[config.mk]
export PLATFORM = sky130hd
export DESIGN_NAME = trap_commit
export DESIGN_NICKNAME = d
export VERILOG_FILES = /design/src/rtl/cpu_pkg.sv /design/src/rtl/trap_csr_regs.sv /design/src/rtl/trap_commit.sv
export SDC_FILE = /design/constraint.sdc
export NUM_CORES = 1
export LEC_CHECK = 0
export CAP_MARGIN = 40
export CORE_AREA = 2 2 199 201
export CTS_CLUSTER_SIZE = 24
export DETAILED_ROUTE_END_ITERATION = 7
export DIE_AREA = 0 0 201 203
export DONT_BUFFER_PORTS = 1
export PLACE_DENSITY_LB_ADDON = 0.08
export SETUP_SLACK_MARGIN = 0.4
export SKIP_CTS_REPAIR_TIMING = 1
export SYNTH_ARGS = -nofsm -noshare
export SYNTH_HDL_FRONTEND = slang
export SYNTH_HIERARCHICAL = 1
export SYNTH_SLANG_ARGS = --single-unit
[constraint.sdc]
create_clock -name clk -period 2.99 [get_ports clk]
set_input_delay 0.1495 -clock clk [delete_from_list [all_inputs] [get_ports clk]]
set_output_delay 0.1495 -clock clk [all_outputs]
set_load 0.005 [all_outputs]
[src/rtl/cpu_pkg.sv]
`default_nettype none
// ============================================================================
// Module   : cpu_pkg
// Brief    : Privilege levels, trap CSR addresses, mstatus bit positions and
//            the trap sequencer enums shared by the trap commit block.
// Revision : 1.0 - initial release
// ============================================================================
package cpu_pkg;

  localparam logic [1:0] PRV_U = 2'b00;
  localparam logic [1:0] PRV_S = 2'b01;
  localparam logic [1:0] PRV_M = 2'b11;

  localparam logic [11:0] CSR_MSTATUS = 12'h300;
  localparam logic [11:0] CSR_MEPC    = 12'h341;
  localparam logic [11:0] CSR_MCAUSE  = 12'h342;
  localparam logic [11:0] CSR_MTVAL   = 12'h343;
  localparam logic [11:0] CSR_SEPC    = 12'h141;
  localparam logic [11:0] CSR_SCAUSE  = 12'h142;
  localparam logic [11:0] CSR_STVAL   = 12'h143;

  localparam int MSTATUS_SIE    = 1;
  localparam int MSTATUS_MIE    = 3;
  localparam int MSTATUS_SPIE   = 5;
  localparam int MSTATUS_MPIE   = 7;
  localparam int MSTATUS_SPP    = 8;
  localparam int MSTATUS_MPP_LO = 11;
  localparam int MSTATUS_MPP_HI = 12;

  typedef enum logic [1:0] {
    EVT_NONE = 2'd0,
    EVT_TRAP = 2'd1,
    EVT_MRET = 2'd2,
    EVT_SRET = 2'd3
  } trap_evt_e;

  typedef enum logic [1:0] {
    ST_IDLE   = 2'd0,
    ST_FLUSH  = 2'd1,
    ST_COMMIT = 2'd2,
    ST_REDIR  = 2'd3
  } trap_st_e;

endpackage
`default_nettype wire

[src/rtl/trap_csr_regs.sv]
`default_nettype none
// ============================================================================
// Module   : trap_csr_regs
// Brief    : Trap CSR bank (epc/cause/tval, mstatus trap fields) with a
//            software write port and a trap/xret commit update port.
// Revision : 1.0 - initial release
// ============================================================================
module trap_csr_regs
  import cpu_pkg::*;
#(
  parameter int XLEN = 32
) (
  input  logic            clk,
  input  logic            rst,
  input  logic            i_sw_we,
  input  logic [11:0]     i_sw_addr,
  input  logic [XLEN-1:0] i_sw_wdata,
  input  logic            i_cm_en,
  input  trap_evt_e       i_cm_evt,
  input  logic            i_cm_to_s,
  input  logic [1:0]      i_cm_prv,
  input  logic [XLEN-1:0] i_cm_cause,
  input  logic [XLEN-1:0] i_cm_val,
  input  logic [XLEN-1:0] i_cm_epc,
  output logic [XLEN-1:0] o_mepc,
  output logic [XLEN-1:0] o_mcause,
  output logic [XLEN-1:0] o_mtval,
  output logic [XLEN-1:0] o_sepc,
  output logic [XLEN-1:0] o_scause,
  output logic [XLEN-1:0] o_stval,
  output logic [XLEN-1:0] o_mstatus_tf,
  output logic [1:0]      o_mpp,
  output logic            o_spp
);

  logic       r_mie, r_sie, r_mpie, r_spie;
  logic [1:0] w_mpp_wr;
  logic       w_unused_epc0;

  assign w_unused_epc0 = i_cm_epc[0];

  // MPP is WARL: the reserved encoding 2'b10 collapses to U
  assign w_mpp_wr = (i_sw_wdata[MSTATUS_MPP_HI:MSTATUS_MPP_LO] == 2'b10) ?
                    PRV_U : i_sw_wdata[MSTATUS_MPP_HI:MSTATUS_MPP_LO];

  always_ff @(posedge clk) begin
    if (rst) begin
      o_mepc   <= '0;
      o_mcause <= '0;
      o_mtval  <= '0;
      o_sepc   <= '0;
      o_scause <= '0;
      o_stval  <= '0;
      r_mie    <= 1'b0;
      r_sie    <= 1'b0;
      r_mpie   <= 1'b0;
      r_spie   <= 1'b0;
      o_spp    <= 1'b0;
      o_mpp    <= PRV_M;
    end else if (i_cm_en) begin
      case (i_cm_evt)
        EVT_TRAP: begin
          if (i_cm_to_s) begin
            o_sepc   <= {i_cm_epc[XLEN-1:1], 1'b0};
            o_scause <= i_cm_cause;
            o_stval  <= i_cm_val;
            r_spie   <= r_sie;
            r_sie    <= 1'b0;
            o_spp    <= i_cm_prv[0];
          end else begin
            o_mepc   <= {i_cm_epc[XLEN-1:1], 1'b0};
            o_mcause <= i_cm_cause;
            o_mtval  <= i_cm_val;
            r_mpie   <= r_mie;
            r_mie    <= 1'b0;
            o_mpp    <= i_cm_prv;
          end
        end
        EVT_MRET: begin
          r_mie  <= r_mpie;
          r_mpie <= 1'b1;
          o_mpp  <= PRV_U;
        end
        EVT_SRET: begin
          r_sie  <= r_spie;
          r_spie <= 1'b1;
          o_spp  <= 1'b0;
        end
        default: ;
      endcase
    end else if (i_sw_we) begin
      case (i_sw_addr)
        CSR_MEPC:   o_mepc   <= {i_sw_wdata[XLEN-1:1], 1'b0};
        CSR_MCAUSE: o_mcause <= i_sw_wdata;
        CSR_MTVAL:  o_mtval  <= i_sw_wdata;
        CSR_SEPC:   o_sepc   <= {i_sw_wdata[XLEN-1:1], 1'b0};
        CSR_SCAUSE: o_scause <= i_sw_wdata;
        CSR_STVAL:  o_stval  <= i_sw_wdata;
        CSR_MSTATUS: begin
          r_mie  <= i_sw_wdata[MSTATUS_MIE];
          r_sie  <= i_sw_wdata[MSTATUS_SIE];
          r_mpie <= i_sw_wdata[MSTATUS_MPIE];
          r_spie <= i_sw_wdata[MSTATUS_SPIE];
          o_spp  <= i_sw_wdata[MSTATUS_SPP];
          o_mpp  <= w_mpp_wr;
        end
        default: ;
      endcase
    end
  end

  always_comb begin
    o_mstatus_tf = '0;
    o_mstatus_tf[MSTATUS_MIE]  = r_mie;
    o_mstatus_tf[MSTATUS_SIE]  = r_sie;
    o_mstatus_tf[MSTATUS_MPIE] = r_mpie;
    o_mstatus_tf[MSTATUS_SPIE] = r_spie;
    o_mstatus_tf[MSTATUS_SPP]  = o_spp;
    o_mstatus_tf[MSTATUS_MPP_HI:MSTATUS_MPP_LO] = o_mpp;
  end

endmodule
`default_nettype wire

[src/rtl/trap_commit.sv]
`default_nettype none
// ============================================================================
// Module   : trap_commit
// Brief    : Sequences trap entry and mret/sret exit: pipeline flush,
//            delegation decision, CSR commit and PC redirect to fetch.
// Revision : 1.0 - initial release
// ============================================================================
module trap_commit
  import cpu_pkg::*;
#(
  parameter int         XLEN    = 32,
  parameter logic [1:0] RST_PRV = 2'b11
) (
  input  logic            clk,
  input  logic            rst,
  input  logic            trap_en,
  input  logic [XLEN-1:0] trap_cause,
  input  logic [XLEN-1:0] trap_val,
  input  logic [XLEN-1:0] trap_epc,
  input  logic            mret,
  input  logic            sret,
  input  logic [XLEN-1:0] medeleg,
  input  logic [XLEN-1:0] mtvec,
  input  logic [XLEN-1:0] stvec,
  input  logic            csr_we,
  input  logic [11:0]     csr_waddr,
  input  logic [XLEN-1:0] csr_wdata,
  output logic            busy,
  output logic            flush_req,
  input  logic            flush_ack,
  output logic            redir_valid,
  output logic [XLEN-1:0] redir_pc,
  input  logic            redir_ready,
  output logic [1:0]      prv_cur,
  output logic [XLEN-1:0] mepc,
  output logic [XLEN-1:0] mcause,
  output logic [XLEN-1:0] mtval,
  output logic [XLEN-1:0] sepc,
  output logic [XLEN-1:0] scause,
  output logic [XLEN-1:0] stval,
  output logic [XLEN-1:0] mstatus_tf
);

  trap_st_e        r_state;
  trap_evt_e       r_evt;
  trap_evt_e       w_evt;
  logic [XLEN-1:0] r_cause, r_val, r_epc;
  logic            w_to_s;
  logic [1:0]      w_mpp;
  logic            w_spp;
  logic            w_unused_tvec;

  assign w_unused_tvec = ^{mtvec[1:0], stvec[1:0]};

  // Trap beats any xret; mret beats sret
  always_comb begin
    w_evt = EVT_NONE;
    if (trap_en)   w_evt = EVT_TRAP;
    else if (mret) w_evt = EVT_MRET;
    else if (sret) w_evt = EVT_SRET;
  end

  assign w_to_s = (prv_cur != PRV_M) && medeleg[r_cause[4:0]];

  always_ff @(posedge clk) begin
    if (rst) begin
      r_state     <= ST_IDLE;
      r_evt       <= EVT_NONE;
      r_cause     <= '0;
      r_val       <= '0;
      r_epc       <= '0;
      busy        <= 1'b0;
      flush_req   <= 1'b0;
      redir_valid <= 1'b0;
      redir_pc    <= '0;
      prv_cur     <= RST_PRV;
    end else begin
      case (r_state)
        ST_IDLE: begin
          if (w_evt != EVT_NONE) begin
            r_evt     <= w_evt;
            r_cause   <= trap_cause;
            r_val     <= trap_val;
            r_epc     <= trap_epc;
            busy      <= 1'b1;
            flush_req <= 1'b1;
            r_state   <= ST_FLUSH;
          end
        end
        ST_FLUSH: begin
          if (flush_ack) begin
            flush_req <= 1'b0;
            r_state   <= ST_COMMIT;
          end
        end
        ST_COMMIT: begin
          case (r_evt)
            EVT_TRAP: begin
              if (w_to_s) begin
                redir_pc <= {stvec[XLEN-1:2], 2'b00};
                prv_cur  <= PRV_S;
              end else begin
                redir_pc <= {mtvec[XLEN-1:2], 2'b00};
                prv_cur  <= PRV_M;
              end
            end
            EVT_MRET: begin
              redir_pc <= mepc;
              prv_cur  <= w_mpp;
            end
            EVT_SRET: begin
              redir_pc <= sepc;
              prv_cur  <= {1'b0, w_spp};
            end
            default: ;
          endcase
          redir_valid <= 1'b1;
          r_state     <= ST_REDIR;
        end
        ST_REDIR: begin
          if (redir_ready) begin
            redir_valid <= 1'b0;
            busy        <= 1'b0;
            r_state     <= ST_IDLE;
          end
        end
        default: r_state <= ST_IDLE;
      endcase
    end
  end

  trap_csr_regs #(
    .XLEN (XLEN)
  ) u_csr_regs (
    .clk          (clk),
    .rst          (rst),
    .i_sw_we      (csr_we && (r_state == ST_IDLE)),
    .i_sw_addr    (csr_waddr),
    .i_sw_wdata   (csr_wdata),
    .i_cm_en      (r_state == ST_COMMIT),
    .i_cm_evt     (r_evt),
    .i_cm_to_s    (w_to_s),
    .i_cm_prv     (prv_cur),
    .i_cm_cause   (r_cause),
    .i_cm_val     (r_val),
    .i_cm_epc     (r_epc),
    .o_mepc       (mepc),
    .o_mcause     (mcause),
    .o_mtval      (mtval),
    .o_sepc       (sepc),
    .o_scause     (scause),
    .o_stval      (stval),
    .o_mstatus_tf (mstatus_tf),
    .o_mpp        (w_mpp),
    .o_spp        (w_spp)
  );

endmodule
`default_nettype wire

# After elaboration in Yosys (flattened, before gate mapping)
# Cells that the tools add are included.
dict set report totals {
  regBits 336
  inputBits 244
  out_inout_bits 261
  elab_cells 158
}
dict set report op_classes {
  n_eq_ne 25
  order_cmp 1
  mux 80
  reduce_logical 30
}
# operator count
set op_table {}
lappend op_table {{32-bit two-way mux} 31}
lappend op_table {{32-bit case mux with 3 select lines} 1}
lappend op_table {{12-bit by 10-bit equality test with 1-bit output, second input constant} 4}
lappend op_table {{12-bit by 9-bit equality test with 1-bit output, second input constant} 3}
lappend op_table {{4-bit AND reduction} 8}
lappend op_table {{1-bit two-way mux} 24}
lappend op_table {{2-bit two-way mux} 12}
lappend op_table {{2-bit nonzero test} 12}
lappend op_table {{1-bit case mux with 2 select lines} 8}
lappend op_table {{2-bit != test, second input constant} 7}
lappend op_table {{3-bit != test, second input constant} 4}
lappend op_table {{2-bit equality test, second input constant} 5}
lappend op_table {{3-bit AND reduction} 3}
lappend op_table {{2-bit case mux with 4 select lines} 1}
lappend op_table {{5-bit by 6-bit less-than comparator with 1-bit output, second input constant} 1}
lappend op_table {{2-bit case mux with 3 select lines} 1}
lappend op_table {{2-bit AND reduction} 3}
lappend op_table {{1-bit binary-select mux with 5-bit select} 1}
lappend op_table {{2-bit by 1-bit equality test with 1-bit output, second input constant} 2}
lappend op_table {{2-bit case mux with 2 select lines} 1}
lappend op_table {{3-bit nonzero test} 1}
lappend op_table {{1-bit logical AND} 2}
lappend op_table {{2-bit zero test} 1}

# Depth between registers and ports, before layout
dict set report depth {
  depth_word 6
  ltp_mapped 14
  ltp_nobuf 9
}

# Hierarchy
# The synthesis kept the hierarchy.
# module area_each_um2 seq_area_each_um2 n_inst cells_each
set by_module_without_submodules {}
lappend by_module_without_submodules {trap_csr_regs 9288.9 3943.8 1 906}
lappend by_module_without_submodules {trap_commit 6856.6 2742.6 1 901}

# Least setup slack after synthesis
# No wires, ideal clock.
dict set report synth_path {
  path_type {register -> register}
  startpoint {reg r_cause[0]}
  endpoint {reg u_csr_regs.o_mtval[10]}
  period_less_slack_ns 3.004
  setup_ns 0.146
  arrival_time_ns 2.858
  n_path_buf 6
  required_ns 2.844
  stages_incl_launch_ff 15
  path_slack_ns -0.014
  cell_sequence {dfxtp_1 -> buf_4 -> mux4_1 -> mux2_2 -> nor3b_2 -> or4_1 -> buf_6 -> buf_12 -> inv_2 -> o31ai_2 -> buf_2 -> and2_1 -> buf_4 -> buf_6 -> a211oi_2}
}
dict set report synth_via {
  elab_chain_cells 5
}
# item line_no
set synth_rtl {}
lappend synth_rtl {{start, declared} trap_commit.sv:47} ;# logic [XLEN-1:0] r_cause, r_val, r_epc;
lappend synth_rtl {{start signal, assigned} trap_commit.sv:82} ;# r_cause <= trap_cause;
lappend synth_rtl {{1-bit binary-select mux with 5-bit select} trap_commit.sv:63} ;# assign w_to_s = (prv_cur != PRV_M) && medeleg[r_cause[4:0]];
lappend synth_rtl {{1-bit two-way mux (implied by the code)} trap_commit.sv:63}
lappend synth_rtl {{1-bit logical AND} trap_commit.sv:63}
lappend synth_rtl {{net w_to_s} trap_commit.sv:48} ;# logic w_to_s;
lappend synth_rtl {{2-bit != test (no source line)} n/a}
lappend synth_rtl {{4-bit AND reduction (no source line)} n/a}
lappend synth_rtl {{end signal, assigned} trap_csr_regs.sv:73} ;# o_mtval <= i_cm_val;
lappend synth_rtl {{end signal, assigned} trap_csr_regs.sv:95} ;# CSR_MTVAL: o_mtval <= i_sw_wdata;
lappend synth_rtl {{end, declared} trap_csr_regs.sv:27} ;# output logic [XLEN-1:0] o_mtval,
# The timed path passes the listed nets, and every way through them passes these cells. The select of a mux whose other input is x is not followed.
# A chain may end at the register's enable or synchronous reset.

# Worst setup path after layout
dict set report layout_path {
  startpoint {reg r_cause[0]}
  endpoint {reg u_csr_regs.o_scause[16]}
}
dict set report layout_via {
  elab_chain_cells 5
}
# item line_no
set layout_rtl {}
lappend layout_rtl {{1-bit binary-select mux with 5-bit select} trap_commit.sv:63}
lappend layout_rtl {{1-bit two-way mux (implied by the code)} trap_commit.sv:63}
lappend layout_rtl {{1-bit logical AND} trap_commit.sv:63}
lappend layout_rtl {{net w_to_s} trap_commit.sv:48}
lappend layout_rtl {{2-bit != test (no source line)} n/a}
lappend layout_rtl {{4-bit AND reduction (no source line)} n/a}
lappend layout_rtl {{end signal, assigned} trap_csr_regs.sv:65} ;# o_scause <= i_cm_cause;
lappend layout_rtl {{end signal, assigned} trap_csr_regs.sv:97} ;# CSR_SCAUSE: o_scause <= i_sw_wdata;
lappend layout_rtl {{end, declared} trap_csr_regs.sv:29} ;# output logic [XLEN-1:0] o_scause,
# The timed path passes the listed nets, and every way through them passes these cells. The select of a mux whose other input is x is not followed.

==> results.tsv <==
stage	metric	value	unit
status	status	finished, violations left	
status	failing checks	negative hold slack	
sta	final setup margin	118	ps
pwr	clock network fraction of design power	27.1	%
worst_setup_path	CP startpoint kind	flip-flop	
die	die width	201	µm
sta	Slew Limit Fails	0	
cells_and_area	fraction of layout cells with a size suffix above 1	21.8	%
cells_and_area	FF/Latch Area	6670	µm²
pwr	VDD IR max	491	µV
logic_synthesis	Post-Syn Instances	1803	
global_routing	number of global-route vias before repair	13200	
worst_setup_path	Worst EP required	3420	ps
clock_network	H-tree depth	2	
sta	final period utilization	96.0	%
die	Die ar.	40800	µm²
global_routing	first-pass GRT wire length	90000	µm
pwr	Leakage	7.01	nW
drt	final antenna-violating net count	0	
sta	setup TNS	0	ps
clock_network	Clock Sinks	333	
pwr	switching share of total power	39.8	%
clock_network	CTS tree	done	
hold_path	Hold Crit Class	in -> reg	
sta	Max Clk Rate	0.348	GHz
pwr	power consumption	18.4	mW
clock_network	Clock Tree Buf Depth	3	
clock_network	CTS clk-pin slew, worst paths	60	ps
pwr	sequential share of power	33.6	%
placement	I/O Buffers	0	
cells_and_area	Area Overhead vs Synth	26.1	%
drt	DR iter-0 viols	1287	
drt	WL per Instance	26.9	µm
die	FP Rows	72	
sta	post-route minimum period	2870	ps
sta	Hold WS	-305	ps
worst_setup_path	critical-path maximum fanout	15	
die	die height	203	µm
sta	Final Setup Violations	0	
drt	via-per-instance ratio	5.94	
drt	vias post-DR	14700	
die	initial cell density of the core	41.9	%
drt	drt pass-1 iters	5	
global_routing	Tot GR Track Use	29.1	%
global_routing	pin count of the biggest net entering global routing	369	
logic_synthesis	YS warnings	6	
worst_setup_path	crit path DAT	3310	ps
clock_network	CTS Buf Count	39	
pwr	Int Pwr	11.1	mW
cells_and_area	post-layout util	52.8	%
sta	RSZ-0062 raised after global routing	true	
placement	gpl congestion	0.856	
drt	# DRC	0	
placement	placed cell areas	16400	µm²
logic_synthesis	Netlist Area Pre-Place	16100	µm²
sta	Setup Skew	18.3	ps
placement	Inst Count DP	2194	
global_routing	Congestion Overflow GR	0	
cells_and_area	multi-input logic area	8420	µm²
logic_synthesis	Synth Area per Inst	8.94	µm²
die	Core Region	38500	µm²
sta	endpoints failing hold	243	
flow_run	Max Cap Viol	0	
worst_setup_path	CP endpoint kind	flip-flop	
sta	relative slew slack	38.0	%
drt	wirelength, routed	66700	µm
pwr	Power Density	905	nW/µm²
clock_network	root buf cell	clkbuf_16	
cells_and_area	fin area	20300	µm²
worst_setup_path	crit path kind	reg -> reg	
pwr	net switching power	7.31	mW
global_routing	initial antenna violation count	8	
cells_and_area	Final Net Count	2180	
worst_setup_path	worst reg-to-reg setup slack	120	ps
pwr	Gate power share	39.4	%
cells_and_area	final cell count without fillers	2482	
die	# IOs	505	
placement	HPWL after DPL	42300	µm
placement	pre-CTS setup slack	-194	ps
sta	Tightest Pin Transition	928	ps
cells_and_area	number of fill cells	3621	
clock_network	Skew-Pair Late Insertion Delay	570	ps
layout by cell type (no fill, tap or decap), types with 6 or more instances in the layout:
master and count:
a211oi_1 8, a211oi_2 151, a21oi_1 346, a21oi_2 11, a221oi_2 30, buf_12 21
buf_4 50, buf_6 7, clkbuf_16 54, clkbuf_8 12, clkinv_2 6, conb_1 27
dfxtp_1 330, diode_2 7, dlygate4sd3_1 180, inv_1 7, nand2_1 258, nand3_1 37
nor2_1 136, nor2b_1 35, nor4b_1 30, o211ai_1 32, o211ai_2 29, o21ai_0 11
o41ai_1 31
final cells by class:
type	instances	area share, %
sequential	333	32.8
inverter	9	0.203
multi-input combinational	1268	41.4
clock buffer	56	5.81
antenna	7	0.0862
clock inverter	11	0.714
tap	518	3.19
timing repair buffer	280	15.7
critical path: stages (launching register included):
cell and delay [ps]:
dfxtp_2 320, buf_12 130, mux4_2 340, mux2i_1 70
o221a_2 320, or4_4 550, inv_8 90, nand2b_4 60
o21ai_4 160, buf_12 170, and2_2 240, buf_12 190
a211oi_1 90
layer usage:
metal | up-vias | part of all wire (%) | global-route usage (%)
met5 | - | 0.015 | 0
met4 | 2 | 3.8 | 11.5
met3 | 124 | 9.0 | 9.33
met2 | 694 | 46 | 44.9
met1 | 7172 | 41 | 37.7
li1 | 6748 | - | -
flip-flops by register name, indices dropped and copies added, names as in the netlist, 2 cells and up:
name and count:
r_cause 32, r_val 32, redir_pc 32, u_csr_regs/o_mcause 32, u_csr_regs/o_mtval 32, u_csr_regs/o_scause 32, u_csr_regs/o_stval 32, r_epc 31
u_csr_regs/o_mepc 31, u_csr_regs/o_sepc 31, prv_cur 2, r_evt 2, r_state 2, u_csr_regs/o_mpp 2
power by group through the flow:
stage	registers, mW	logic [mW]	clock network, mW
2_1_floorplan	5.90	4.40	0
3_3_place_gp	6.24	5.82	0
3_5_place_dp	6.25	5.93	0
4_1_cts	6.17	5.95	5.06
5_1_grt	6.27	7.75	5.22
6_report	6.18	7.23	4.97
path summary, 6_finish.rpt:
path,from,end,cells after the start
max,r_cause[0],u_csr_regs/o_scause[16],12
max reg2reg,r_cause[0],u_csr_regs/o_scause[16],12
min reg2reg,r_val[16],r_val[16],2
min,rst,busy,1
No activity file was read; power rests on OpenSTA's default activity.
